<file path="config.mk">
export PLATFORM = sky130hd
export DESIGN_NAME = field_select_fsm_flat
export DESIGN_NICKNAME = d
export VERILOG_FILES = /design/src/rtl/time_pkg.sv /design/src/rtl/field_select_fsm_if.sv /design/src/rtl/rise_detect.sv /design/src/rtl/field_select_fsm.sv /design/src/flat_wrapper.sv
export SDC_FILE = /design/constraint.sdc
export NUM_CORES = 1
export LEC_CHECK = 0
export ABC_AREA = 1
export CAP_MARGIN = 20
export CORE_MARGIN = 4
export CORE_UTILIZATION = 51
export CTS_CLUSTER_SIZE = 8
export DETAILED_ROUTE_END_ITERATION = 7
export GPL_ROUTABILITY_DRIVEN = 0
export HOLD_SLACK_MARGIN = 0.15
export PLACE_DENSITY = 0.73
export SLEW_MARGIN = 20
export SYNTH_ARGS = -nofsm -noshare
export SYNTH_HDL_FRONTEND = slang
export SYNTH_SLANG_ARGS = --single-unit
export TNS_END_PERCENT = 100
</file>
<file path="constraint.sdc">
create_clock -name clock -period 1.69 [get_ports clock]
set_input_delay 0.338 -clock clock [delete_from_list [all_inputs] [get_ports clock]]
set_output_delay 0.338 -clock clock [all_outputs]
set_load 0.02 [all_outputs]
</file>
<file path="src/rtl/time_pkg.sv">
// time_pkg: shared state encoding and default sizing for the clock-setting blocks
package time_pkg;
  typedef enum logic {IDLE = 1'b0, EDIT = 1'b1} state_t;
  localparam int NUM_FIELDS_DEF    = 3;
  localparam int TIMEOUT_TICKS_DEF = 10;
endpackage

</file>
<file path="src/rtl/field_select_fsm_if.sv">
// field_select_fsm_if: button/tick inputs and field-enable outputs of the field sequencer
interface field_select_fsm_if #(parameter int NUM_FIELDS = 3);
  localparam int IDX_W = $clog2(NUM_FIELDS);
  logic                  sharp;
  logic                  back;
  logic                  tick;
  logic [NUM_FIELDS-1:0] field_en;
  logic [IDX_W-1:0]      field_idx;
  logic                  editing;
  logic                  done;
  logic                  timed_out;
  modport master (output sharp, back, tick, input field_en, field_idx, editing, done, timed_out);
  modport slave  (input sharp, back, tick, output field_en, field_idx, editing, done, timed_out);
endinterface

</file>
<file path="src/rtl/rise_detect.sv">
// rise_detect: one-cycle pulse on each rising edge of a synchronous level
module rise_detect (
  input  logic clock,
  input  logic reset,
  input  logic in,
  output logic pulse
);
  logic in_d;
  always_ff @(posedge clock or negedge reset)
    if (!reset) in_d <= 1'b0;
    else        in_d <= in;
  assign pulse = in & ~in_d;
endmodule

</file>
<file path="src/rtl/field_select_fsm.sv">
// field_select_fsm: steps a one-hot edit enable across time fields with back-step and inactivity timeout
module field_select_fsm
  import time_pkg::*;
#(
  parameter int NUM_FIELDS    = NUM_FIELDS_DEF,
  parameter int TIMEOUT_TICKS = TIMEOUT_TICKS_DEF
) (
  input logic               clock,
  input logic               reset,
  field_select_fsm_if.slave bus
);
  localparam int IDX_W = $clog2(NUM_FIELDS);
  localparam int CNT_W = TIMEOUT_TICKS > 0 ? $clog2(TIMEOUT_TICKS + 1) : 1;
  localparam logic [IDX_W-1:0]      LAST = IDX_W'(NUM_FIELDS - 1);
  localparam logic [NUM_FIELDS-1:0] ONE  = NUM_FIELDS'(1);
  state_t                state;
  logic [IDX_W-1:0]      idx;
  logic [CNT_W-1:0]      cnt;
  logic [NUM_FIELDS-1:0] en;
  logic                  editing_q, done_q, to_q;
  logic                  adv, bk, adv_only, bk_only;
  rise_detect u_sharp (.clock(clock), .reset(reset), .in(bus.sharp), .pulse(adv));
  rise_detect u_back  (.clock(clock), .reset(reset), .in(bus.back),  .pulse(bk));
  assign adv_only = adv & ~bk;
  assign bk_only  = bk & ~adv;
  always_ff @(posedge clock or negedge reset)
    if (!reset) begin
      state     <= IDLE;
      idx       <= '0;
      cnt       <= '0;
      en        <= '0;
      editing_q <= 1'b0;
      done_q    <= 1'b0;
      to_q      <= 1'b0;
    end else begin
      done_q <= 1'b0;
      to_q   <= 1'b0;
      // IDLE also scrubs any out-of-range index back to a clean idle
      if (state == IDLE || idx > LAST) begin
        cnt <= '0;
        if (state == IDLE && adv_only) begin
          state     <= EDIT;
          idx       <= '0;
          en        <= ONE;
          editing_q <= 1'b1;
        end else begin
          state     <= IDLE;
          idx       <= '0;
          en        <= '0;
          editing_q <= 1'b0;
        end
      end else if (adv | bk) begin
        cnt <= '0;
        if (adv_only && idx == LAST) begin
          state     <= IDLE;
          idx       <= '0;
          en        <= '0;
          editing_q <= 1'b0;
          done_q    <= 1'b1;
        end else if (adv_only) begin
          idx <= idx + 1'b1;
          en  <= ONE << (idx + 1'b1);
        end else if (bk_only && idx != '0) begin
          idx <= idx - 1'b1;
          en  <= ONE << (idx - 1'b1);
        end
      end else if (bus.tick && TIMEOUT_TICKS != 0) begin
        if (cnt == CNT_W'(TIMEOUT_TICKS - 1)) begin
          state     <= IDLE;
          idx       <= '0;
          en        <= '0;
          editing_q <= 1'b0;
          done_q    <= 1'b1;
          to_q      <= 1'b1;
          cnt       <= '0;
        end else begin
          cnt <= cnt + 1'b1;
        end
      end
    end
  assign bus.field_en  = en;
  assign bus.field_idx = idx;
  assign bus.editing   = editing_q;
  assign bus.done      = done_q;
  assign bus.timed_out = to_q;
endmodule

</file>
<file path="src/flat_wrapper.sv">
// flat-port wrapper written by rule: the top's interface ports become plain ports
module field_select_fsm_flat import time_pkg::*;
#(
  parameter int NUM_FIELDS    = NUM_FIELDS_DEF,
  parameter int TIMEOUT_TICKS = TIMEOUT_TICKS_DEF
)
  (clock, reset, bus_sharp, bus_back, bus_tick, bus_field_en, bus_field_idx, bus_editing, bus_done, bus_timed_out);
  field_select_fsm_if #(.NUM_FIELDS(NUM_FIELDS)) bus_i ();
  input logic clock;
  input logic reset;
  input wire logic [$bits(bus_i.sharp)-1:0] bus_sharp;
  input wire logic [$bits(bus_i.back)-1:0] bus_back;
  input wire logic [$bits(bus_i.tick)-1:0] bus_tick;
  output wire logic [$bits(bus_i.field_en)-1:0] bus_field_en;
  output wire logic [$bits(bus_i.field_idx)-1:0] bus_field_idx;
  output wire logic [$bits(bus_i.editing)-1:0] bus_editing;
  output wire logic [$bits(bus_i.done)-1:0] bus_done;
  output wire logic [$bits(bus_i.timed_out)-1:0] bus_timed_out;
  assign bus_i.sharp = bus_sharp;
  assign bus_i.back = bus_back;
  assign bus_i.tick = bus_tick;
  assign bus_field_en = bus_i.field_en;
  assign bus_field_idx = bus_i.field_idx;
  assign bus_editing = bus_i.editing;
  assign bus_done = bus_i.done;
  assign bus_timed_out = bus_i.timed_out;
  field_select_fsm #(.NUM_FIELDS(NUM_FIELDS), .TIMEOUT_TICKS(TIMEOUT_TICKS)) u_core (.clock(clock), .reset(reset), .bus(bus_i));
endmodule
</file>
==> key figures, run 1 <==
Setup path
  • CP max stage cell: clkdlybuf4s50_1
  • Critical Path RT: 1350 ps
  • WS Path Type: register to primary output
  • R2R Setup Slk: 310 ps
  • Crit path depth: 1
  • Crit path DAT: 1250 ps
  • WP buf/inv: 1
  • RR Endpoint: u_core.bus.field_idx[1]$_DFFE_PN0P_
  • Worst R2R Path Depth: 7
  • Crit-path max cell delay: 610 ps
  • Reg-to-reg startpoint: u_core.u_sharp.in_d$_DFF_PN0_
  • Worst setup EP type: primary output
  • Worst Path Max Fanout: 2
  • Worst setup SP type: register
  • CP top delay family: buffers and inverters
  • CP cell instances: clkdlybuf4s50_1

Drt
  • Via Count: 644
  • Drt initial violations: 11
  • Pre-antenna DRT Iters: 4
  • DR WL/cell: 10.8 um
  • Final WL: 1410 um
  • Residual DRC: 0
  • Via density: 4.92
  • Routed Antenna Nets: 0

Logic synthesis
  • Flops & latches, synth: 14
  • Avg Inst Size Synth: 8.69 um^2
  • Distinct cells, synth: 20
  • Synth Cell Area: 835 um^2
  • Cells after synthesis: 96
  • Syn. warnings: 0
  • Synth Net Count: 106
  • Register area share after synthesis: 42.0%

Layout
  • Number of inserted diodes: 0
  • Fillers: 134
  • Fraction of layout cells with a size suffix above 1: 23.5%
  • Multi-input gate area: 422 um^2
  • Fin nets: 126
  • Reg area: 350 um^2
  • Area Overhead vs Synth: 23.8%
  • Non-Filler Instances: 131

STA
  • Hold slack: 354 ps
  • Worst Skew: 6.14 ps
  • Smallest setup slack after layout: 102 ps
  • Slew Limit Fails: 0
  • Worst-Margin Slew: 223 ps
  • RSZ-0062 raised after global routing: no
  • Tmin final: 1590 ps
  • Final period util: 94.0%
  • Hold Fails Final Rpt: 0
  • Fmax: 630 MHz
  • Setup violators final: 0
  • Slew headroom: 85.1%

GRT
  • Vias in the first global route: 625
  • Largest net degree at the start of global routing: 15
  • M1 GR Usage: 18.1%
  • Initial antenna violation count: 0
  • Total track usage: 13.7%
  • First-pass GRT wire length: 2580 um
  • Met2 Use GR: 20.7%
  • Grt met3 use: 5.21%
  • Total gr overflow: 0
  • Grt peak-use layer: met2

Clock tree
  • Total CTS buffers: 3
  • Hold buffer count at cts: 0
  • Clk sinks: 14
  • CTS clk-pin slew, worst paths: 90 ps
  • CTS tree: built
  • H-tree depth: 1
  • Clock Tree Root: clkbuf_4
  • Postcts setup bufs: 0
  • Clock buffer depth: 2
  • Clk Latency, worst-skew pair: 280 ps

Floorplanning
  • Cell Rows: 14
  • Initial Util: 54.8%
  • Core area: 0.00152 mm^2
  • Die ar.: 0.00235 mm^2
  • Die Ht: 48.5 um
  • Die width: 48.5 um
  • IO Count: 13

Placed design
  • Placed Cells: 127
  • Port bufs: 12
  • Pre-CTS setup slack: -157 ps
  • Hpwl dp: 1080 um

Power and ir drop
  • Leak pwr: 0.572 nW
  • Pwr/cell area: 903 mW/mm^2
  • Peak supply drop: 0.707 mV

Flow run
  • Max-Cap Viols: 0

Status
  • Status: finished clean

Min path
  • Hold WC Path Type: input port to async pin
-- metrics by stage --
step	TNS (ps)	util [%]	total power [W]	instance area [um^2]
floorplan	0	-	0.000605	835
global placement	-207	65.4	0.000696	997
detailed placement	-313	65.4	0.000699	997
CTS	0	67.7	0.000942	1030
global route	0	67.8	0.000993	1030
finish	0	67.8	0.000933	1030
-- layout by cell type (no fill, tap or decap), types with 2 or more instances in the layout --
master           Yosys  layout
buf_4                0       3
clkbuf_4             0       3
clkdlybuf4s50_1      0       9
dfrtp_1             14      14
dlygate4sd2_1        0       2
ha_1                 5       5
inv_1               13      13
inv_2                2       2
nand2_1             18      18
nand2_2              8       8
nand2_4              6       6
nand3_1             14      14
nor2_1               5       5
-- cell type report --
| class | count | share of cell area [%] |
|---|---|---|
| tap | 16 | 1.94 |
| inverter | 16 | 6.05 |
| timing repair buffer | 15 | 13.8 |
| clock buffer | 4 | 3.51 |
| sequential | 14 | 33.9 |
| multi-input combinational | 66 | 40.8 |
-- synth_stat cells --
cell	instances	area, um^2
a21oi_1	1	5.00
dfrtp_1	14	350
ha_1	5	62.6
inv_1	13	48.8
inv_2	2	7.51
inv_4	1	6.26
mux2i_1	1	10.0
nand2_1	18	67.6
nand2_2	8	50.1
nand2_4	6	67.6
nand3_1	14	70.1
nand4_1	1	6.26
nor2_1	5	18.8
nor2_2	1	6.26
nor2_4	1	11.3
nor2_8	1	20.0
nor3_1	1	5.00
o22ai_1	1	6.26
or2_1	1	6.26
xor2_1	1	8.76
-- metal layers --
metal / vias up / wire length (um)
li1: 335 / -
met1: 293 / 701
met2: 14 / 618
met3: 2 / 77
met4: 0 / 12
met5: - / 0
-- worst max-delay path by stage --
stage	startpoint	endpoint	slack, ps
after detailed placement	bus_sharp	u_core.bus.field_idx[1]$_DFFE_PN0P_	-160
after floorplan	u_core.u_back.in_d$_DFF_PN0_	u_core.bus.field_idx[1]$_DFFE_PN0P_	390
final	u_core.bus.field_en[2]$_DFFE_PN0P_	bus_field_en[2]	100
after CTS	u_core.state$_DFFE_PN0P_	bus_editing	20
after global routing	bus_sharp	u_core.bus.field_idx[1]$_DFFE_PN0P_	7
after global placement	bus_sharp	u_core.bus.field_idx[1]$_DFFE_PN0P_	-90
-- power breakdown --
| part | internal (W) | total, W | switching, W |
|---|---|---|---|
| clock network | 0.000131 | 0.000249 | 0.000118 |
| logic | 0.000116 | 0.000291 | 0.000175 |
| registers | 0.000363 | 0.000394 | 0.0000301 |
-- logic make-up after synthesis --
family                   Yosys count  share of synthesized area (%)
AND/OR/NAND/NOR                   57                           39.4
buffers and inverters             16                           7.50
flip-flops                        14                           42.0
adder cells (fa/ha/maj)            5                           7.50
AO/OA/AOI/OAI                      2                           1.35
XOR/XNOR                           1                           1.05
multiplexers                       1                           1.20
-- registers in the layout, indices dropped and copies added, names as in the netlist --
signal                cells
u_core.cnt                4
u_core.bus.field_en       3
u_core.bus.field_idx      2
u_core.bus.done           1
u_core.bus.timed_out      1
u_core.state              1
u_core.u_back.in_d        1
u_core.u_sharp.in_d       1
-- what timing repair did --
item | in CTS | in global routing
pin swaps | 0 | 0
endpoints found under the hold margin | 0 | 0
gates resized for setup | 2 | 1
gates cloned | 0 | 0
setup endpoints to repair | 2 | 1
Note: power is estimated with default switching activity, not from simulation.
==> run 2, diff against run 1 <==
CORE_UTILIZATION = 59   (was 51)
CTS_CLUSTER_DIAMETER = 60   (was not set)
DONT_BUFFER_PORTS = 1   (was not set)
PLACE_DENSITY = 0.72   (was 0.73)
==> key figures, run 2 (synthesized netlist as in run 1, its figures left out) <==
Floorplanning
  • IO Count: 13 (unchanged)
  • Core area: 0.00132 mm^2 (was 0.00152 mm^2)
  • Die ar.: 0.00208 mm^2 (was 0.00235 mm^2)
  • Die width: 45.6 um (was 48.5 um)
  • Cell Rows: 13 (was 14)
  • Die Ht: 45.6 um (was 48.5 um)
  • Initial Util: 63.3% (was 54.8%)

Clock tree
  • CTS clk-pin slew, worst paths: 80 ps (was 90 ps)
  • Post_cts resized: 0 (was 2)
  • H-tree depth: 1 (unchanged)
  • CTS tree: built (unchanged)
  • Clk sinks: 14 (unchanged)
  • Total CTS buffers: 3 (unchanged)
  • Clk Latency, worst-skew pair: 270 ps (was 280 ps)
  • Clock buffer depth: 2 (unchanged)
  • Hold buffer count at cts: 3 (was 0)
  • Postcts setup bufs: 0 (unchanged)
  • Clock Tree Root: clkbuf_4 (unchanged)

Setup path
  • CP top delay family: flip-flops (was buffers and inverters)
  • WS Path Type: register to register (was register to primary output)
  • Worst setup EP type: register (was primary output)
  • Crit-path max cell delay: 370 ps (was 610 ps)
  • Worst Path Max Fanout: 4 (was 2)
  • WP buf/inv: 2 (was 1)
  • Worst setup SP type: register (unchanged)
  • CP cell instances: inv_1, nand2_2, nand2_2, xor2_1, inv_1, ha_1, nand2_1, nand2_1 (was clkdlybuf4s50_1)
  • Critical Path RT: 1850 ps (was 1350 ps)
  • CP max stage cell: dfrtp_1 (was clkdlybuf4s50_1)
  • Crit path DAT: 1580 ps (was 1250 ps)

Layout
  • Fin nets: 114 (was 126)
  • Commonest non-fill, non-tap cells in the layout: nand2_1 (18), nand3_1 (14), dfrtp_1 (14) (unchanged)
  • Fraction of layout cells with a size suffix above 1: 22.5% (was 23.5%)
  • Number of inserted diodes: 0 (unchanged)
  • Area Overhead vs Synth: 8.55% (was 23.8%)
  • Most flop-heavy register: u_core.cnt (unchanged)
  • Final core occ: 68.8% (was 67.8%)
  • Commonest non-fill, non-tap cell in the layout: nand2_1 (unchanged)
  • Max reg flops: 4 (unchanged)

STA
  • Worst Skew: 4.73 ps (was 6.14 ps)
  • Total negative setup slack: 0 ps (unchanged)
  • Worst-Margin Slew: 623 ps (was 223 ps)
  • Setup violators final: 0 (unchanged)
  • RSZ-0062 raised after global routing: no (unchanged)
  • Final period util: 83.6% (was 94.0%)
  • Slew headroom: 58.3% (was 85.1%)
  • Slew Limit Fails: 0 (unchanged)
  • Tmin final: 1410 ps (was 1590 ps)
  • Hold Fails Final Rpt: 0 (unchanged)
  • Fmax: 708 MHz (was 630 MHz)

Status
  • Status: finished clean (unchanged)

Drt
  • Routed Antenna Nets: 0 (unchanged)
  • Drt initial violations: 6 (was 11)
  • DR WL/cell: 11.2 um (was 10.8 um)
  • Via Count: 582 (was 644)
  • Residual DRC: 0 (unchanged)
  • Pre-antenna DRT Iters: 4 (unchanged)
  • Final WL: 1310 um (was 1410 um)
  • Via density: 4.97 (was 4.92)

Power and ir drop
  • Peak supply drop: 0.761 mV (was 0.707 mV)
  • Leak pwr: 0.501 nW (was 0.572 nW)
  • Pwr/cell area: 901 mW/mm^2 (was 903 mW/mm^2)
  • Total power: 0.000817 W (was 0.000933 W)

GRT
  • Largest net degree at the start of global routing: 15 (unchanged)
  • Vias in the first global route: 554 (was 625)
  • First-pass GRT wire length: 2210 um (was 2580 um)
  • Total gr overflow: 0 (unchanged)
  • Total track usage: 15.5% (was 13.7%)
  • Initial antenna violation count: 0 (unchanged)

Placed design
  • Port bufs: 0 (was 12)
  • Hpwl dp: 1030 um (was 1080 um)

Flow run
  • Max-Cap Viols: 0 (unchanged)

Min path
  • Hold WC Path Type: input port to register (was input port to async pin)
run 2: cell count changes in the layout (fill, tap and decap cells not counted), sizes merged:
cell	previous run	this run
buf	3	0
clkbuf	4	3
clkdlybuf4s50	9	0
dlygate4sd2	2	0
dlygate4sd3	0	3
dlymetal6s2s	1	0
run 2: cell type report:
type,instances,area (um^2)
clock buffer,3,22.5
fill,108,412
inverter,16,62.6
multi-input combinational,66,422
sequential,14,350
tap,15,18.8
timing repair buffer,3,30.0
run 2: stage by stage:
step	setup WS, ps	cell area, um^2	cells	hold slack, ps
4_1_cts	289	906	117	241
3_5_place_dp	300	853	111	42.7
2_1_floorplan	387	835	96	42.4
6_report	278	906	117	243
3_3_place_gp	343	853	111	42.7
5_1_grt	174	906	117	247
run 2: worst paths after layout:
| path | startpoint | endpoint | slack [ps] | cells after the start |
|---|---|---|---|---|
| min | bus_tick | u_core.bus.timed_out$_DFF_PN0_ | 240 | 2 |
| min reg2reg | u_core.cnt[0]$_DFFE_PN0P_ | u_core.cnt[0]$_DFFE_PN0P_ | 570 | 1 |
| max in group asynchronous | reset | u_core.bus.field_idx[0]$_DFFE_PN0P_ | 770 | 1 |
| min in group asynchronous | reset | u_core.u_back.in_d$_DFF_PN0_ | 520 | 1 |
| max reg2reg | u_core.u_back.in_d$_DFF_PN0_ | u_core.bus.field_idx[1]$_DFFE_PN0P_ | 280 | 8 |
| max | u_core.u_back.in_d$_DFF_PN0_ | u_core.bus.field_idx[1]$_DFFE_PN0P_ | 280 | 8 |
run 2: metal layers:
layer | wire [um] | up-vias | global-route usage, %
li1 | - | 312 | -
met5 | 0 | - | 0
met2 | 554 | 13 | 22.3
met4 | 30 | 0 | 8.77
met1 | 634 | 253 | 19.9
met3 | 92 | 4 | 5.53
run 2: power breakdown:
part           internal (W)  switching, W
Clock             0.0000824     0.0000947
Sequential         0.000363     0.0000621
Combinational     0.0000778      0.000136
